[src/rtl/pmod_alert_pkg.sv]
`default_nettype none
// +----------------------------------------------------------------------------+
// | Package     : pmod_alert_pkg                                               |
// | Description : Shared types and helpers for the PMOD alert scheduler:       |
// |               FSM state encoding, default tick lengths and a priority      |
// |               encoder returning the highest set request index.             |
// | Revision    : 1.0 - initial release                                        |
// +----------------------------------------------------------------------------+
package pmod_alert_pkg;

   typedef enum logic [1:0] {
      ST_IDLE = 2'd0,
      ST_ON   = 2'd1,
      ST_OFF  = 2'd2,
      ST_GAP  = 2'd3
   } alert_state_t;

   localparam int DEFAULT_TICKS_ON  = 2000000;
   localparam int DEFAULT_TICKS_OFF = 2000000;
   localparam int DEFAULT_TICKS_GAP = 30000000;

   // Upper bound on requesters handled by the priority encoder.
   localparam int MAX_REQ = 32;
   localparam int IDX_W   = 5;

   // Highest set bit index of vec; 0 when vec is empty (callers gate on |vec).
   function automatic logic [IDX_W-1:0] highest_set(input logic [MAX_REQ-1:0] vec);
      highest_set = '0;
      for (int i = 0; i < MAX_REQ; i++) begin
         if (vec[i]) begin
            highest_set = IDX_W'(i);
         end
      end
   endfunction

endpackage
`default_nettype wire

[src/rtl/pmod_tick_timer.sv]
`default_nettype none
// +----------------------------------------------------------------------------+
// | Module      : pmod_tick_timer                                              |
// | Description : Loadable down-counter that holds at zero.                    |
// | Ports       : i_clock  - clock                                             |
// |               i_reset  - synchronous active-high reset (count -> 0)        |
// |               load     - load value into the counter this edge             |
// |               value    - value to load                                     |
// |               count    - current count                                     |
// |               zero     - count == 0                                        |
// | Revision    : 1.0 - initial release                                        |
// +----------------------------------------------------------------------------+
module pmod_tick_timer #(
   parameter int WIDTH = 8
) (
   input  logic             i_clock,
   input  logic             i_reset,
   input  logic             load,
   input  logic [WIDTH-1:0] value,
   output logic [WIDTH-1:0] count,
   output logic             zero
);

   always_ff @(posedge i_clock) begin
      if (i_reset) begin
         count <= '0;
      end else if (load) begin
         count <= value;
      end else if (count != '0) begin
         count <= count - WIDTH'(1);
      end
   end

   assign zero = (count == '0);

endmodule
`default_nettype wire

[src/rtl/pmod_alert_scheduler.sv]
`default_nettype none
// +----------------------------------------------------------------------------+
// | Module      : pmod_alert_scheduler                                         |
// | Description : Shares the PMOD buzzer among N_REQ alert requesters.         |
// |               Latches request pulses, grants the highest pending index,    |
// |               plays k+1 beeps for requester k, then holds a silent gap.    |
// | Ports       : i_clock  - clock                                             |
// |               i_reset  - synchronous active-high reset                     |
// |               i_req    - request pulses, one bit per requester             |
// |               i_mute   - forces o_buzzer low, sequencing unaffected        |
// |               o_buzzer - registered buzzer pin drive                       |
// |               o_busy   - first ON cycle through last GAP cycle             |
// |               o_grant  - one-hot requester being served                    |
// |               o_done   - pulse in last GAP cycle of a completed pattern    |
// | Config      : ALERT_PREEMPT_EN - a higher request aborts the current       |
// |               pattern during ON/OFF and jumps to a full GAP.               |
// | Revision    : 1.0 - initial release                                        |
// +----------------------------------------------------------------------------+
module pmod_alert_scheduler
   import pmod_alert_pkg::*;
#(
   parameter int N_REQ     = 3,
   parameter int TICKS_ON  = DEFAULT_TICKS_ON,
   parameter int TICKS_OFF = DEFAULT_TICKS_OFF,
   parameter int TICKS_GAP = DEFAULT_TICKS_GAP
) (
   input  logic             i_clock,
   input  logic             i_reset,
   input  logic [N_REQ-1:0] i_req,
   input  logic             i_mute,
   output logic             o_buzzer,
   output logic             o_busy,
   output logic [N_REQ-1:0] o_grant,
   output logic             o_done
);

   localparam int MAX_ON_OFF = (TICKS_ON > TICKS_OFF) ? TICKS_ON : TICKS_OFF;
   localparam int MAX_TICKS  = (MAX_ON_OFF > TICKS_GAP) ? MAX_ON_OFF : TICKS_GAP;
   localparam int TW         = $clog2(MAX_TICKS + 1);
   localparam int BW         = $clog2(N_REQ + 1);

   alert_state_t     state, state_d;
   logic [N_REQ-1:0] pending, pending_d;
   logic [N_REQ-1:0] grant, grant_d;
   logic [N_REQ-1:0] cand;
   logic [BW-1:0]    beeps, beeps_d;
   logic             aborted, aborted_d;
   logic             preempt;
   logic [MAX_REQ-1:0] cand_wide;
   logic [IDX_W-1:0] top_idx;

   logic             timer_load;
   logic [TW-1:0]    timer_value;
   logic [TW-1:0]    timer_count;
   logic [TW-1:0]    timer_next;
   logic             timer_zero;

   pmod_tick_timer #(
      .WIDTH (TW)
   ) u_timer (
      .i_clock (i_clock),
      .i_reset (i_reset),
      .load    (timer_load),
      .value   (timer_value),
      .count   (timer_count),
      .zero    (timer_zero)
   );

`ifdef ALERT_PREEMPT_EN
   logic [N_REQ-1:0] above_mask;
   // grant is one-hot: (grant<<1)-1 covers grant and everything below it.
   assign above_mask = ~((grant << 1) - N_REQ'(1));
   assign preempt    = |(cand & above_mask);
`else
   assign preempt    = 1'b0;
`endif

   always_comb begin
      cand        = pending | i_req;
      cand_wide   = '0;
      cand_wide[N_REQ-1:0] = cand;
      top_idx     = highest_set(cand_wide);

      state_d     = state;
      grant_d     = grant;
      beeps_d     = beeps;
      aborted_d   = aborted;
      pending_d   = cand;
      timer_load  = 1'b0;
      timer_value = '0;

      case (state)
         ST_IDLE: begin
            if (|cand) begin
               state_d     = ST_ON;
               grant_d     = N_REQ'(1) << top_idx;
               beeps_d     = BW'(top_idx) + BW'(1);
               aborted_d   = 1'b0;
               // A same-cycle request for the granted index is consumed here.
               pending_d   = cand & ~grant_d;
               timer_load  = 1'b1;
               timer_value = TW'(TICKS_ON - 1);
            end
         end
         ST_ON: begin
            if (preempt) begin
               state_d     = ST_GAP;
               aborted_d   = 1'b1;
               timer_load  = 1'b1;
               timer_value = TW'(TICKS_GAP - 1);
            end else if (timer_zero) begin
               beeps_d    = beeps - BW'(1);
               timer_load = 1'b1;
               if (beeps == BW'(1)) begin
                  state_d     = ST_GAP;
                  timer_value = TW'(TICKS_GAP - 1);
               end else begin
                  state_d     = ST_OFF;
                  timer_value = TW'(TICKS_OFF - 1);
               end
            end
         end
         ST_OFF: begin
            if (preempt) begin
               state_d     = ST_GAP;
               aborted_d   = 1'b1;
               timer_load  = 1'b1;
               timer_value = TW'(TICKS_GAP - 1);
            end else if (timer_zero) begin
               state_d     = ST_ON;
               timer_load  = 1'b1;
               timer_value = TW'(TICKS_ON - 1);
            end
         end
         ST_GAP: begin
            if (timer_zero) begin
               state_d = ST_IDLE;
               grant_d = '0;
            end
         end
         default: begin
            state_d = ST_IDLE;
            grant_d = '0;
         end
      endcase

      // Count the timer will hold next cycle; used to register o_done so it
      // lands in the last GAP cycle rather than one cycle late.
      if (timer_load) begin
         timer_next = timer_value;
      end else if (timer_zero) begin
         timer_next = '0;
      end else begin
         timer_next = timer_count - TW'(1);
      end
   end

   always_ff @(posedge i_clock) begin
      if (i_reset) begin
         state    <= ST_IDLE;
         pending  <= '0;
         grant    <= '0;
         beeps    <= '0;
         aborted  <= 1'b0;
         o_buzzer <= 1'b0;
         o_busy   <= 1'b0;
         o_done   <= 1'b0;
      end else begin
         state    <= state_d;
         pending  <= pending_d;
         grant    <= grant_d;
         beeps    <= beeps_d;
         aborted  <= aborted_d;
         o_buzzer <= (state_d == ST_ON) && !i_mute;
         o_busy   <= (state_d != ST_IDLE);
         o_done   <= (state_d == ST_GAP) && (timer_next == '0) && !aborted_d;
      end
   end

   assign o_grant = grant;

endmodule
`default_nettype wire

[config.mk]
export PLATFORM = sky130hd
export DESIGN_NAME = pmod_alert_scheduler
export DESIGN_NICKNAME = d
export VERILOG_FILES = /design/src/rtl/pmod_alert_pkg.sv /design/src/rtl/pmod_tick_timer.sv /design/src/rtl/pmod_alert_scheduler.sv
export SDC_FILE = /design/constraint.sdc
export NUM_CORES = 1
export LEC_CHECK = 0
export CORE_MARGIN = 3
export CORE_UTILIZATION = 42
export DETAILED_ROUTE_END_ITERATION = 16
export GPL_TIMING_DRIVEN = 0
export SYNTH_ARGS = -nofsm -noshare
export SYNTH_HDL_FRONTEND = slang
export SYNTH_SLANG_ARGS = --single-unit
[constraint.sdc]
create_clock -name i_clock -period 3.2 [get_ports i_clock]
set_input_delay 0.64 -clock i_clock [delete_from_list [all_inputs] [get_ports i_clock]]
set_output_delay 0.64 -clock i_clock [all_outputs]
set_load 0.05 [all_outputs]
==> run metrics, run 1 <==
Top Ports 12; clock sink total 39; worst vdd ir 0.458 mV; syn_nets 297; Fmax achieved 328 MHz; Initial DRC Count 156; sequential-to-total area share from yosys stat 33.9%; clock slew at reported path FFs 0.09 ns; Placer Congestion 0.826; initial antenna violation count 0; Layout Utilization 51.2%; Initial Util 44.2%; DRC viols 0; total CTS buffers 5; min-delay src o_grant[2]$_SDFFE_PP0P_; DRT Pass-1 Iters 4; fillers 540; clk_skew 0.00994 ns; Design Power 0.00145 W; Die X 80.0 µm; Yosys warning total 0; DR WL/cell 15.7 µm; worst r2r src u_timer.count[0]$_SDFFE_PP0P_; All-Layer GR Usage 19.7%; post-route insts no fill 371; Lkg Pwr 1.02 nW; Root Buffer clkbuf_8; Post-CTS Setup Bufs 0; top_reg_cell synth dfxtp_1; multi-input logic area 0.00142 mm²; Synth Cell Area 0.00230 mm²; first-pass GRT wire length 9820 µm; CTS tree done; die area 0.00640 mm²; RSZ-0062 raised after global routing false; DP Cell Count 364; hold buffers post-CTS 0; Final ANT Viol Nets 0; Final Hold Vio Count 0; worst hold path type register to register; max-cap check violation count 0; Crit Reg-Reg Endpoint o_done$_SDFF_PP0_; asr flop ratio synth 0%; port bufs 10; final worst path period need 3.05 ns; synthesized area per cell 8.10 µm²; vias in the first global route 1973; Die Y 80.0 µm; vias per cell 5.68; actual slew at the worst max-slew pin 0.886 ns; slew margin rel. 40.1%; final worst-path cycle share 95.4%; Power Density 545 mW/mm²; Mapped Cells 284; Hold Path Cell Cnt 2; type of origin of the critical path register; WHS 0.465 ns; WS Path Type register to register; clock buffer depth 2; total grt overflow 0; Crit Path Max Fanout 7; worst hold endpoint o_grant[2]$_SDFFE_PP0P_; Core Area 0.00520 mm²; largest net degree at the start of global routing 14; vias 2109; layout cell share with drive strength beyond 1 9.97%; Worst R2R Path Depth 9; fin nets 313; max-slew violation count 0; CP Capture Type register; register area 781 µm²; Critical Path RT 3.41 ns; Synth cell types 58; hpwl dp 4150 µm; R2R setup slack 0.15 ns; EDFF count, synth 0; area grow syn2layout 15.9%; data arrival time of the worst path 3.26 ns; synthesis-stage register bit count 39; Ant. Diodes 0; CTS H-tree lvls 2; worst skew pair latency 0.30 ns; Sum Neg Setup Slack 0 ns; status complete, no violations; Rows 26; final setup violation count 0; routed wire length 5840 µm
-- registers in the layout, summed over array words and instances (netlist names) --
register / cells
o_grant: 3
beeps: 2
state: 2
pending: 3
u_timer.count: 25
aborted: 1
o_busy: 1
o_buzzer: 1
o_done: 1
-- cells in the mapped netlist, drive strengths merged, types with 3 or more instances --
library cell  count  share of area (%)
a211oi            4                1.3
a21boi            3               0.98
a21oi            22                5.0
a22oi             3               0.98
a31oi             3               0.82
and3              3               0.82
buf               6                2.5
clkbuf           11                1.8
dfxtp            39                 34
ha                7                3.8
inv              12                2.0
nand2            28                4.6
nand2b            6                1.6
nand3             8                1.7
nand3b            3               0.98
nor2             31                5.1
nor3             16                4.0
nor4              6                2.6
o21ai             8                1.7
or3               5                1.4
or4               7                2.4
xnor2            11                4.2
xor2              9                3.4
-- layout make-up --
class / count / area share [%]
Timing Repair Buffer: 10 / 3.76
Tap cell: 70 / 3.29
Sequential cell: 39 / 29.3
Clock inverter: 3 / 2.54
Multi-Input combinational cell: 216 / 53.2
Buffer: 16 / 3.62
Clock buffer: 5 / 2.58
Inverter: 12 / 1.69
-- cell usage in the layout (no fill, tap or decap), drive strengths merged, types with 3 or more instances in the layout --
cell type	n
a211oi	4
a21boi	3
a21oi	22
a22oi	3
a31oi	3
and3	3
buf	6
clkbuf	15
clkdlybuf4s50	10
dfxtp	39
ha	7
inv	12
nand2	28
nand2b	6
nand3	8
nand3b	3
nor2	31
nor3	16
nor4	6
o21ai	8
or3	5
or4	7
xnor2	11
xor2	9
-- worst max path at each step --
stage | start | to | slack (ns) | depth (start not counted)
floorplan | u_timer.count[0]$_SDFFE_PP0P_ | o_done$_SDFF_PP0_ | 0.34 | 10
global placement | i_req[2] | o_done$_SDFF_PP0_ | -0.25 | 8
detailed placement | i_req[2] | o_done$_SDFF_PP0_ | -0.19 | 8
CTS | u_timer.count[0]$_SDFFE_PP0P_ | o_done$_SDFF_PP0_ | 0.04 | 9
global route | u_timer.count[8]$_SDFFE_PP0P_ | o_done$_SDFF_PP0_ | 0.03 | 8
finish | u_timer.count[0]$_SDFFE_PP0P_ | o_done$_SDFF_PP0_ | 0.15 | 9
-- metrics by stage --
step | worst slack [ns] | cell area (µm²)
6_report | 0.147 | 2670
5_1_grt | 0.0255 | 2670
4_1_cts | 0.0374 | 2640
3_5_place_dp | -0.185 | 2490
3_3_place_gp | -0.249 | 2490
2_1_floorplan | 0.337 | 2300
-- power breakdown --
part / internal (W) / switching (W)
sequential: 0.000527 / 0.0000411
combinational: 0.000144 / 0.000239
clock: 0.000311 / 0.000190
total: 0.000983 / 0.000470
-- what timing repair did --
action,4_1_cts,5_1_grt
gates resized for setup,3,4
cloned,0,0
setup endpoints to repair,1,1
pin swaps,0,1
-- critical path, cell delays in order (launching register included) --
cell and delay [ns]:
dfxtp_1 0.34, inv_1 0.10, ha_1 0.22, or4b_4 0.56, or3_4 0.40, or4_1 0.44, xnor2_1 0.18, a311oi_2 0.26
nand3_2 0.16, a2111oi_4 0.32
-- metal layers --
layer / vias up / share of wire (%) / global-route usage (%)
li1: 1045 / - / -
met1: 1009 / 50 / 29.4
met2: 49 / 44 / 29.0
met3: 6 / 5.0 / 3.50
met4: 0 / 0.94 / 5.07
met5: - / 0 / 0
-- cells by family (layout without fill, tap and decap cells) --
| kind of cell | count (synthesis) | in the layout | synth area share, % |
|---|---|---|---|
| muxes | 1 | 1 | 0.435 |
| buffers and inverters | 29 | 46 | 6.31 |
| adders and majority gates | 7 | 7 | 3.81 |
| and+or+nand+nor | 126 | 126 | 29.6 |
| xor gates and xnor gates | 20 | 20 | 7.62 |
| DFF | 39 | 39 | 33.9 |
| AOI/OAI and AO/OA | 62 | 62 | 18.3 |
(Power assumes the default switching activity.)
==> inputs of run 2 (changes only) <==
- SETUP_SLACK_MARGIN: not set -> 0.3
==> run 2 against run 1 <==
Against the previous run: sequential cell count stayed put; maximum frequency grew 3.5%; register-to-register slack better by 0.10 ns; highest routed layer unchanged; critical path depth is 1 higher; combinational power grew 9.1%; global-route usage grew 0.26 points.
==> run metrics, run 2 (synthesis gave the netlist of run 1 again) <==
status complete, no violations (unchanged); Die Y 80.0 µm (unchanged); worst path bufs/invs 2 (was 1); hold buffers post-CTS 0 (unchanged); clk_skew 0.00811 ns (was 0.00994 ns); DP Area 0.00249 mm² (unchanged); fin nets 321 (was 313); hpwl dp 4150 µm (unchanged); final worst-path cycle share 92.2% (was 95.4%); CP max-delay cell or4b_4 (unchanged); Sw Ratio 32.3% (was 32.4%); final setup violation count 0 (unchanged); Crit path max-delay family simple AND/OR/NAND/NOR gates (unchanged); clock slew at reported path FFs 0.09 ns (about the same); Net Switching 0.000479 W (was 0.000470 W); worst hold path type register to register (unchanged); CP Capture Type register (unchanged); fin area 0.00278 mm² (was 0.00267 mm²); data arrival time of the worst path 3.15 ns (was 3.26 ns); sequential power share 38.3% (was 39.1%); post-route insts no fill 379 (was 371); RSZ-0062 raised after global routing true (was false); clock buffer depth 2 (unchanged); Lkg Pwr 1.07 nW (was 1.02 nW); area grow syn2layout 21.0% (was 15.9%); vias in the first global route 1980 (was 1973); largest net degree at the start of global routing 14 (unchanged); initial antenna violation count 0 (unchanged); DR WL/cell 15.8 µm (was 15.7 µm); CTS tree done (unchanged); clock sink total 39 (unchanged); part of the power in the clock network 33.5% (was 34.5%); most frequent cells in the layout dfxtp_1, nor2_1, nand2_1, a21oi_1, nor3_1 (unchanged); most common cell after layout, fill and taps aside dfxtp_1 (unchanged); final worst slack 0.249 ns (was 0.147 ns); DRT Pass-1 Iters 4 (unchanged); first-pass GRT wire length 9940 µm (was 9820 µm); Top Ports 12 (unchanged); Largest register FFs 25 (unchanged); max-cap check violation count 0 (unchanged); max-slew violation count 0 (unchanged); vias 2117 (was 2109); routed wire length 5990 µm (was 5840 µm); DP Cell Count 364 (unchanged); Rows 26 (unchanged); DRC viols 0 (unchanged); total CTS buffers 5 (unchanged); fillers 526 (was 540); Initial DRC Count 123 (was 156); combinational group share of total power 28.2% (was 26.4%); Placer Congestion 0.826 (unchanged); layout cell share with drive strength beyond 1 15.5% (was 9.97%); Crit Path Max Fanout 4 (was 7); vias per cell 5.59 (was 5.68); worst vdd ir 0.459 mV (was 0.458 mV); WS Path Type register to register (unchanged); pre-CTS WS -0.185 ns (unchanged); actual slew at the worst max-slew pin 0.636 ns (was 0.886 ns); worst stage delay on the critical path 0.46 ns (was 0.56 ns); Fmax achieved 339 MHz (was 328 MHz); Die X 80.0 µm (unchanged); Root Buffer clkbuf_8 (unchanged); Largest Register u_timer.count (unchanged); type of origin of the critical path register (unchanged); CTS H-tree lvls 2 (unchanged); worst skew pair latency 0.29 ns (was 0.30 ns); Ant. Diodes 0 (unchanged); Core Area 0.00520 mm² (unchanged); slew margin rel. 57.6% (was 40.1%); Final Hold Vio Count 0 (unchanged); total grt overflow 0 (unchanged); Power Density 534 mW/mm² (was 545 mW/mm²); Critical Path RT 3.40 ns (was 3.41 ns); internal power 0.00101 W (was 0.000983 W); Initial Util 44.2% (unchanged); All-Layer GR Usage 20.0% (was 19.7%); Final ANT Viol Nets 0 (unchanged); die area 0.00640 mm² (unchanged); port bufs 10 (unchanged); final worst path period need 2.95 ns (was 3.05 ns); Cell Chain, Critical Path inv_2 -> ha_4 -> or4b_4 -> clkbuf_8 -> or3_4 -> or4_4 -> xnor2_2 -> a311oi_2 -> nand3_2 -> a2111oi_4 (was inv_1 -> ha_1 -> or4b_4 -> or3_4 -> or4_1 -> xnor2_1 -> a311oi_2 -> nand3_2 -> a2111oi_4)
run 2: through the flow:
stage               utilization (%)  hold slack (ns)  setup TNS, ns  power [W]
finish                         53.5            0.464              0    0.00148
global route                   53.5            0.480              0    0.00157
detailed placement             47.8            0.433         -0.185   0.000950
CTS                            52.4            0.472              0    0.00147
global placement               47.8            0.432         -0.249   0.000946
floorplan                         -            0.418              0   0.000852
run 2: repair_timing:
| item | 4_1_cts | 5_1_grt |
|---|---|---|
| cloned | 0 | 0 |
| setup endpoints to repair | 1 | 1 |
| buffers inserted | 5 | 2 |
| pin swaps | 4 | 1 |
| resized for setup | 16 | 7 |
run 2: cell type report:
cell class / instances / area, µm² / share of cell area (%)
repair buffers: 17 / 153 / 5.49
multi-input cells: 216 / 1470 / 52.7
flip-flops and latches: 39 / 783 / 28.1
well taps: 70 / 87.6 / 3.15
clock buffers: 5 / 68.8 / 2.47
inverters: 12 / 45.0 / 1.62
clock inverters: 3 / 67.6 / 2.43
plain buffers: 17 / 110 / 3.96
run 2: metal layers:
metal  vias up  GRT usage [%]  wire length, µm
met2        53           29.4             2680
met3         2           3.50              349
met4         0           5.07               35
met1      1006           29.8             2920
met5         -              0                0
li1       1056              -                -
run 2: worst paths after layout:
kind                                                     from                       to  slack [ns]  depth (start not counted)
worst max-delay path            u_timer.count[0]$_SDFFE_PP0P_        o_done$_SDFF_PP0_        0.25                         10
worst min-delay path                  o_grant[2]$_SDFFE_PP0P_  o_grant[2]$_SDFFE_PP0P_        0.46                          2
worst max register to register  u_timer.count[0]$_SDFFE_PP0P_        o_done$_SDFF_PP0_        0.25                         10
worst min register to register        o_grant[2]$_SDFFE_PP0P_  o_grant[2]$_SDFFE_PP0P_        0.46                          2
run 2: tightest hold or removal path, cell delays in order, from the launching register on:
cell     delay (ns)
dfxtp_1        0.31
nand2_1        0.05
a21oi_1        0.06
run 2: power by group through the flow:
| stage | Combinational [W] | Sequential [W] | Clock, W |
|---|---|---|---|
| global placement | 0.000369 | 0.000577 | 0 |
| finish | 0.000419 | 0.000569 | 0.000497 |
| detailed placement | 0.000373 | 0.000577 | 0 |
| global route | 0.000458 | 0.000576 | 0.000531 |
| floorplan | 0.000261 | 0.000592 | 0 |
| CTS | 0.000396 | 0.000567 | 0.000507 |
==> inputs of run 3 (changes only) <==
- CAP_MARGIN: not set -> 5
==> results of run 3 <==
Same layout as run 2: the final DEF is identical, and so are final timing and power.
